[src/rtl/icmp_echo_pkg.sv]
// Shared types, constants and checksum helper for the ICMPv4 echo responder.
package icmp_echo_pkg;

  typedef enum logic [2:0] {
    S_IDLE,
    S_RECV,
    S_DROP,
    S_CHECK,
    S_SEND
  } state_t;

  // Word indices within the captured packet (IPv4 header with IHL=5).
  localparam int unsigned W_SRC  = 3;
  localparam int unsigned W_DST  = 4;
  localparam int unsigned W_ICMP = 5;

  localparam logic [3:0] IP_VER        = 4'd4;
  localparam logic [3:0] IHL_MIN       = 4'd5;
  localparam logic [7:0] PROTO_ICMP    = 8'd1;
  localparam logic [7:0] ICMP_ECHO_REQ = 8'd8;
  localparam logic [7:0] ICMP_ECHO_REP = 8'd0;

  // Ones-complement 16-bit add with end-around carry.
  function automatic logic [15:0] csum_add16(input logic [15:0] a, input logic [15:0] b);
    logic [16:0] s;
    s = {1'b0, a} + {1'b0, b};
    return s[15:0] + {15'd0, s[16]};
  endfunction

endpackage

[src/rtl/icmp_pkt_buffer.sv]
// Simple dual-port packet buffer: synchronous write, combinational read.
module icmp_pkt_buffer #(
  parameter int unsigned DEPTH = 64
) (
  input  logic                     clk,
  input  logic                     wr_en,
  input  logic [$clog2(DEPTH)-1:0] wr_addr,
  input  logic [31:0]              wr_data,
  input  logic [$clog2(DEPTH)-1:0] rd_addr,
  output logic [31:0]              rd_data
);

  logic [31:0] mem [DEPTH];

  // Write port.
  always_ff @(posedge clk) begin
    if (wr_en) mem[wr_addr] <= wr_data;
  end

  assign rd_data = mem[rd_addr];

endmodule

[src/rtl/icmp_echo_responder.sv]
// Store-and-forward ICMPv4 echo responder on 32-bit Avalon-ST (tun, no L2).
// Optional statistics counters enabled by defining ICMP_ECHO_STATS_EN.
module icmp_echo_responder
  import icmp_echo_pkg::*;
#(
  parameter int unsigned DEPTH = 64
) (
  input  logic        clk,
  input  logic        reset_n,
  input  logic [31:0] stream_in_data,
  input  logic [1:0]  stream_in_empty,
  input  logic        stream_in_valid,
  input  logic        stream_in_startofpacket,
  input  logic        stream_in_endofpacket,
  output logic        stream_in_ready,
  output logic [31:0] stream_out_data,
  output logic [1:0]  stream_out_empty,
  output logic        stream_out_valid,
  output logic        stream_out_startofpacket,
  output logic        stream_out_endofpacket,
  input  logic        stream_out_ready,
  output logic        drop_pulse
`ifdef ICMP_ECHO_STATS_EN
  ,
  output logic [15:0] rx_pkt_count,
  output logic [15:0] tx_pkt_count,
  output logic [15:0] drop_count
`endif
);

  localparam int unsigned PTR_W = $clog2(DEPTH);

  state_t             state_q, state_d;
  logic [PTR_W-1:0]   wr_ptr_q, wr_ptr_d, last_ptr_q, rd_ptr_q;
  logic [1:0]         empty_q;
  logic               loaded_last_q;
  logic               word0_ok_q, word2_ok_q, word5_ok_q;

  logic               in_xfer_c, out_xfer_c, can_load_c, pkt_ok_c, is_last_c;
  logic               wr_en_c, cap_c, drop_c, load_c, clear_valid_c, start_send_c;
  logic [PTR_W-1:0]   wr_addr_c, rd_addr_c;
  logic [31:0]        rd_data, out_word_c;
  logic [15:0]        csum_c;

  assign in_xfer_c  = stream_in_valid && stream_in_ready;
  assign out_xfer_c = stream_out_valid && stream_out_ready;
  assign can_load_c = !stream_out_valid || stream_out_ready;
  assign is_last_c  = (rd_ptr_q == last_ptr_q);
  assign pkt_ok_c   = word0_ok_q && word2_ok_q && word5_ok_q &&
                      (last_ptr_q >= PTR_W'(W_ICMP));

  icmp_pkt_buffer #(.DEPTH(DEPTH)) u_buf (
    .clk     (clk),
    .wr_en   (wr_en_c),
    .wr_addr (wr_addr_c),
    .wr_data (stream_in_data),
    .rd_addr (rd_addr_c),
    .rd_data (rd_data)
  );

  // State register.
  always_ff @(posedge clk or negedge reset_n) begin
    if (!reset_n) state_q <= S_IDLE;
    else          state_q <= state_d;
  end

  // Next-state and control strobes.
  always_comb begin
    state_d       = state_q;
    wr_en_c       = 1'b0;
    wr_addr_c     = wr_ptr_q;
    wr_ptr_d      = wr_ptr_q;
    cap_c         = 1'b0;
    drop_c        = 1'b0;
    load_c        = 1'b0;
    clear_valid_c = 1'b0;
    start_send_c  = 1'b0;
    unique case (state_q)
      S_IDLE: begin
        if (in_xfer_c && stream_in_startofpacket) begin
          if (stream_in_endofpacket) begin
            drop_c = 1'b1;
          end else begin
            wr_en_c   = 1'b1;
            wr_addr_c = '0;
            wr_ptr_d  = PTR_W'(1);
            state_d   = S_RECV;
          end
        end
      end
      S_RECV: begin
        if (in_xfer_c) begin
          if (stream_in_startofpacket) begin
            // Restart capture; the abandoned packet counts as a drop.
            drop_c    = 1'b1;
            wr_addr_c = '0;
            if (stream_in_endofpacket) begin
              state_d = S_IDLE;
            end else begin
              wr_en_c  = 1'b1;
              wr_ptr_d = PTR_W'(1);
            end
          end else begin
            wr_en_c = 1'b1;
            if (stream_in_endofpacket) begin
              cap_c   = 1'b1;
              state_d = S_CHECK;
            end else if (wr_ptr_q == PTR_W'(DEPTH - 1)) begin
              state_d = S_DROP;
            end else begin
              wr_ptr_d = wr_ptr_q + PTR_W'(1);
            end
          end
        end
      end
      S_DROP: begin
        if (in_xfer_c && stream_in_endofpacket) begin
          drop_c  = 1'b1;
          state_d = S_IDLE;
        end
      end
      S_CHECK: begin
        if (pkt_ok_c) begin
          start_send_c = 1'b1;
          state_d      = S_SEND;
        end else begin
          drop_c  = 1'b1;
          state_d = S_IDLE;
        end
      end
      S_SEND: begin
        if (can_load_c && !loaded_last_q) begin
          load_c = 1'b1;
        end else if (out_xfer_c) begin
          clear_valid_c = 1'b1;
          if (stream_out_endofpacket) state_d = S_IDLE;
        end
      end
      default: state_d = S_IDLE;
    endcase
  end

  // Read remap swaps source and destination address words.
  always_comb begin
    rd_addr_c = rd_ptr_q;
    if (rd_ptr_q == PTR_W'(W_SRC))      rd_addr_c = PTR_W'(W_DST);
    else if (rd_ptr_q == PTR_W'(W_DST)) rd_addr_c = PTR_W'(W_SRC);
  end

  // Echo Request -> Reply rewrite with incremental checksum update.
  always_comb begin
    csum_c     = csum_add16({rd_data[23:16], rd_data[31:24]},
                            {8'(ICMP_ECHO_REQ - ICMP_ECHO_REP), 8'h00});
    out_word_c = rd_data;
    if (rd_ptr_q == PTR_W'(W_ICMP))
      out_word_c = {csum_c[7:0], csum_c[15:8], rd_data[15:8], ICMP_ECHO_REP};
  end

  // Capture pointers, header checks and the registered output stage.
  always_ff @(posedge clk or negedge reset_n) begin
    if (!reset_n) begin
      wr_ptr_q                 <= '0;
      last_ptr_q               <= '0;
      rd_ptr_q                 <= '0;
      empty_q                  <= '0;
      loaded_last_q            <= 1'b0;
      word0_ok_q               <= 1'b0;
      word2_ok_q               <= 1'b0;
      word5_ok_q               <= 1'b0;
      stream_in_ready          <= 1'b0;
      stream_out_data          <= '0;
      stream_out_empty         <= '0;
      stream_out_valid         <= 1'b0;
      stream_out_startofpacket <= 1'b0;
      stream_out_endofpacket   <= 1'b0;
      drop_pulse               <= 1'b0;
    end else begin
      wr_ptr_q        <= wr_ptr_d;
      drop_pulse      <= drop_c;
      stream_in_ready <= (state_d == S_IDLE) || (state_d == S_RECV) || (state_d == S_DROP);
      if (wr_en_c && wr_addr_c == PTR_W'(0))
        word0_ok_q <= (stream_in_data[7:4] == IP_VER) && (stream_in_data[3:0] == IHL_MIN);
      if (wr_en_c && wr_addr_c == PTR_W'(2))
        word2_ok_q <= (stream_in_data[15:8] == PROTO_ICMP);
      if (wr_en_c && wr_addr_c == PTR_W'(W_ICMP))
        word5_ok_q <= (stream_in_data[7:0] == ICMP_ECHO_REQ) && (stream_in_data[15:8] == 8'h00);
      if (cap_c) begin
        last_ptr_q <= wr_ptr_q;
        empty_q    <= stream_in_empty;
      end
      if (start_send_c) begin
        rd_ptr_q      <= '0;
        loaded_last_q <= 1'b0;
      end
      if (load_c) begin
        stream_out_valid         <= 1'b1;
        stream_out_data          <= out_word_c;
        stream_out_startofpacket <= (rd_ptr_q == '0);
        stream_out_endofpacket   <= is_last_c;
        stream_out_empty         <= is_last_c ? empty_q : 2'd0;
        rd_ptr_q                 <= rd_ptr_q + PTR_W'(1);
        if (is_last_c) loaded_last_q <= 1'b1;
      end else if (clear_valid_c) begin
        stream_out_valid         <= 1'b0;
        stream_out_startofpacket <= 1'b0;
        stream_out_endofpacket   <= 1'b0;
        stream_out_empty         <= '0;
      end
    end
  end

`ifdef ICMP_ECHO_STATS_EN
  // Wrapping packet statistics.
  always_ff @(posedge clk or negedge reset_n) begin
    if (!reset_n) begin
      rx_pkt_count <= '0;
      tx_pkt_count <= '0;
      drop_count   <= '0;
    end else begin
      if (cap_c)                               rx_pkt_count <= rx_pkt_count + 16'd1;
      if (out_xfer_c && stream_out_endofpacket) tx_pkt_count <= tx_pkt_count + 16'd1;
      if (drop_c)                              drop_count   <= drop_count + 16'd1;
    end
  end
`endif

endmodule

[config.mk]
export PLATFORM = sky130hd
export DESIGN_NAME = icmp_echo_responder
export DESIGN_NICKNAME = d
export VERILOG_FILES = /design/src/rtl/icmp_echo_pkg.sv /design/src/rtl/icmp_pkt_buffer.sv /design/src/rtl/icmp_echo_responder.sv
export SDC_FILE = /design/constraint.sdc
export NUM_CORES = 2
export LEC_CHECK = 0
export BUFFER_PORTS_ARGS = -buffer_cell sky130_fd_sc_hd__buf_2
export CAP_MARGIN = 20
export CORE_UTILIZATION = 60
export DETAILED_ROUTE_END_ITERATION = 6
export PLACE_DENSITY = 0.76
export SLEW_MARGIN = 0
export SYNTH_ARGS = -nofsm -noshare
export SYNTH_HDL_FRONTEND = slang
export SYNTH_SLANG_ARGS = --single-unit
[constraint.sdc]
create_clock -name clk -period 6.7 [get_ports clk]
set_input_delay 0.335 -clock clk [delete_from_list [all_inputs] [get_ports clk]]
set_output_delay 0.335 -clock clk [all_outputs]
set_load 0.02 [all_outputs]
==> flow_metrics.env <==
export IMPL_run_status="complete, but fails checks"
export IMPL_failed_checks="DRC"
export IMPL_io_pins=79
export IMPL_start_util_pct=60.36
export IMPL_half_perimeter_wire_length_after_detailed_placement_um=152700
export IMPL_mappedNetlistArea_um2=84120
export IMPL_total_routed_wirelength_um=272600
export IMPL_async_reset_ff_share_pct=3.122
export IMPL_postSynthRegisterBits=2114
export IMPL_ant_nets=0
export IMPL_vias_per_cell=7.075
export IMPL_post_cts_resized_instances=0
export IMPL_drv_cap=0
export IMPL_synthCells=6003
export IMPL_clock_sink_count=2114
export IMPL_cp_data_required_time_ns=7.47
export IMPL_finish_net_count=6164
export IMPL_routedLengthMet1_um=88950
export IMPL_timing_max_slew_rel_slack_pct=18.92
export IMPL_worst_ep_arrival_time_ns=6.68
export IMPL_dieArea_um2=141700
export IMPL_detailedPlace_worstSlack_ns=0.9383
export IMPL_synth_lib_cells_used_distinct=99
export IMPL_synth_yosys_seq_area_share_pct=75.07
export IMPL_grt_overflow_total=0
export IMPL_path_clk_slew_ns=0.06
export IMPL_grt_max_degree=159
export IMPL_synth_ff_type="sky130_fd_sc_hd__edfxtp_1"
export IMPL_vdd_drop_max_uv=250.4
export IMPL_max_slew_violation_count=0
export IMPL_met2RoutedLength_um=120600
export IMPL_finClkSkew_ns=0.06479
export IMPL_floorplan_die_height_um=376.4
export IMPL_pwrdens_nw_per_um2=296.6
export IMPL_die_width_um=376.4
export IMPL_criticalPathCategory="reg -> reg"
export IMPL_post_cts_repair_setup_buffers=0
export IMPL_worstMarginPinSlew_ns=1.213
export IMPL_final_hold_violation_count=0
export IMPL_drt_wirelength_per_cell_um=33.43
export IMPL_synth_fp_nets=6051
export IMPL_critPathCaptureType="flip-flop"
export IMPL_highest_layer="met5"
export IMPL_post_synth_top_area_fraction_pct=73.11
export IMPL_synth_common_cells="sky130_fd_sc_hd__edfxtp_1 (2048), sky130_fd_sc_hd__nand2_1 (1202), sky130_fd_sc_hd__nand3_1 (606)"
export IMPL_path_max_fanout=92
export IMPL_leakagePower_uw=0.03147
export IMPL_drt_iter0_markers=10920
export IMPL_detailroute_via_count=57700
export IMPL_cts_hold_buffers_added=8
export IMPL_drt_pre_antenna_iters=7
export IMPL_yosys_cell_count_top_type="sky130_fd_sc_hd__edfxtp_1"
export IMPL_finalCritPeriodShare_pct=88.09
export IMPL_route_detailed_drc=1
export IMPL_met3_routed_length_um=41610
export IMPL_h_tree_levels=4
export IMPL_synth_area_top_cells="sky130_fd_sc_hd__edfxtp_1 (73%), sky130_fd_sc_hd__nand2_1 (5.4%), sky130_fd_sc_hd__nand3_1 (3.6%)"
export IMPL_timing_critical_path_from_type="flip-flop"
export IMPL_tritoncts="yes"
export IMPL_drive_gt1_share_pct=11.87
export IMPL_routabilityCongestion=0.9870
export IMPL_clkLatencyLatePin_ns=0.86
export IMPL_dominant_cell_type_by_area_after_synthesis="sky130_fd_sc_hd__edfxtp_1"
export IMPL_port_buffer_count=78
export IMPL_grt_pass1_wl_um=382900
export IMPL_grt_pass1_vias=54030
export IMPL_final_setup_worst_slack_ns=0.7978
export IMPL_setup_total_negative_slack_ns=0
export IMPL_std_cell_rows=137
export IMPL_synth_area_per_cell_um2=14.01
export IMPL_grt_use_total_pct=38.10
export IMPL_worst_hold_path_type="in -> async"
export IMPL_maxClockFrequency_ghz=0.1694
export IMPL_design_core_area_um2=139400
export IMPL_grt_antenna_before_repair=14
export IMPL_rsz0062_at_grt="false"
export IMPL_synthToLayoutAreaGrowth_pct=11.97
export IMPL_finalSetupViolations=0
export IMPL_cts_buffer_depth=3
export IMPL_numCtsBuffers=201
export IMPL_cts_root_buf="sky130_fd_sc_hd__clkbuf_16"
export IMPL_yosys_warnings=0
export IMPL_layout_min_cycle_time_ns=5.902
export IMPL_synth_enable_flop_cells=2048
worst max-delay path, cell delays in order (launching register included):
cell and delay, ns:
sky130_fd_sc_hd__dfrtp_2 0.36, sky130_fd_sc_hd__buf_4 0.29, sky130_fd_sc_hd__ha_1 0.40, sky130_fd_sc_hd__nor2b_1 0.57, sky130_fd_sc_hd__nand2_2 0.20, sky130_fd_sc_hd__nand2_4 0.32, sky130_fd_sc_hd__buf_12 0.44, sky130_fd_sc_hd__nand2_1 0.11
sky130_fd_sc_hd__nand3_1 0.09, sky130_fd_sc_hd__and3_1 0.15, sky130_fd_sc_hd__a311oi_1 0.05, sky130_fd_sc_hd__a311oi_1 0.29, sky130_fd_sc_hd__a311oi_1 0.12, sky130_fd_sc_hd__a21oi_1 0.50, sky130_fd_sc_hd__buf_4 0.22, sky130_fd_sc_hd__and3_1 0.15
sky130_fd_sc_hd__ha_1 0.24, sky130_fd_sc_hd__ha_1 0.22, sky130_fd_sc_hd__nand2_1 0.09, sky130_fd_sc_hd__nor4_1 0.51, sky130_fd_sc_hd__nand2_1 0.15, sky130_fd_sc_hd__xnor2_1 0.15, sky130_fd_sc_hd__o21ai_0 0.16
sequential cells by signal (all words and copies together) (netlist names):
signal                    cells
stream_in_ready               1
stream_out_data              32
stream_out_valid              1
rd_ptr_q                      6
word5_ok_q                    1
stream_out_endofpacket        1
drop_pulse                    1
u_buf.mem                  2048
stream_out_startofpacket      1
stream_out_empty              2
empty_q                       2
last_ptr_q                    6
loaded_last_q                 1
word2_ok_q                    1
state_q                       3
word0_ok_q                    1
wr_ptr_q                      6
power breakdown:
| part | switching [µW] | leakage [µW] | total [µW] | internal (µW) |
|---|---|---|---|---|
| registers | 108 | 0.0192 | 14700 | 14600 |
| logic | 1510 | 0.00916 | 2050 | 541 |
| clock network | 4920 | 0.00309 | 11100 | 6220 |
| total | 6540 | 0.0315 | 27900 | 21400 |
cell usage in the layout, fill, tap and decap left out, types with 21 or more instances in the layout:
cell	count
sky130_fd_sc_hd__edfxtp_1	2048
sky130_fd_sc_hd__nand2_1	1199
sky130_fd_sc_hd__nand3_1	606
sky130_fd_sc_hd__buf_4	215
sky130_fd_sc_hd__clkbuf_16	204
sky130_fd_sc_hd__a21oi_1	186
sky130_fd_sc_hd__o21ai_0	140
sky130_fd_sc_hd__nor2_1	131
sky130_fd_sc_hd__mux2i_1	124
sky130_fd_sc_hd__a311oi_1	111
sky130_fd_sc_hd__nor3_1	100
sky130_fd_sc_hd__a221oi_1	80
sky130_fd_sc_hd__a31oi_1	79
sky130_fd_sc_hd__buf_2	77
sky130_fd_sc_hd__o221ai_1	64
sky130_fd_sc_hd__nor2_4	63
sky130_fd_sc_hd__clkbuf_1	63
sky130_fd_sc_hd__dfrtp_1	62
sky130_fd_sc_hd__a211oi_1	52
sky130_fd_sc_hd__o22ai_1	51
sky130_fd_sc_hd__and3_1	48
sky130_fd_sc_hd__nor4_1	35
sky130_fd_sc_hd__clkinv_1	34
sky130_fd_sc_hd__o211ai_1	34
sky130_fd_sc_hd__clkinv_2	30
sky130_fd_sc_hd__mux2_2	29
sky130_fd_sc_hd__nand4_1	21
through the flow:
step	util, %	cells	cell area [µm²]	hold WS, ns	total power (µW)
2_1_floorplan	-	6003	84120	0.03941	16070
3_3_place_gp	62.73	7762	87420	0.3626	16920
3_5_place_dp	62.78	7766	87500	0.3660	16970
4_1_cts	67.39	8137	93920	0.02670	27810
5_1_grt	67.58	8152	94180	0.05686	28450
6_report	67.58	8155	94180	0.01910	27940
final timing paths:
path | slack (ns) | depth (start not counted) | from | end
max | 0.80 | 22 | rd_ptr_q[0] | stream_out_data[16]
min | 0.02 | 2 | reset_n | stream_out_data[5]
max reg2reg | 0.80 | 22 | rd_ptr_q[0] | stream_out_data[16]
min reg2reg | 0.48 | 1 | stream_out_data[11] | stream_out_data[11]
max in group asynchronous | 5.74 | 3 | reset_n | rd_ptr_q[3]
min in group clk | 0.09 | 1 | stream_in_data[16] | u_buf.mem[21][16]
per-layer routing:
metal	GRT usage, %	vias up
li1	-	23260
met1	49.42	27930
met2	56.24	5348
met3	10.92	1142
met4	25.53	12
met5	0	-
area by class of cell:
cell class / instances / area (µm²)
flip-flops and latches: 2114 / 63160
clock buffers: 274 / 5438
diodes: 3 / 7.507
multi-input cells: 3453 / 19630
clock inverters: 89 / 902.1
inverters: 16 / 60.06
well taps: 1876 / 2347
fillers: 9225 / 45180
repair buffers: 330 / 2639
cell families after synthesis:
family	Yosys count	share of synthesized area (%)
muxes	161	2.078
DFF	2114	75.07
and+or+nand+nor	2276	11.86
xor gates and xnor gates	22	0.2291
adders and majority gates	8	0.1190
AOI/OAI and AO/OA	986	8.347
buffers and inverters	436	2.289
No activity file was read; power rests on OpenSTA's default activity.
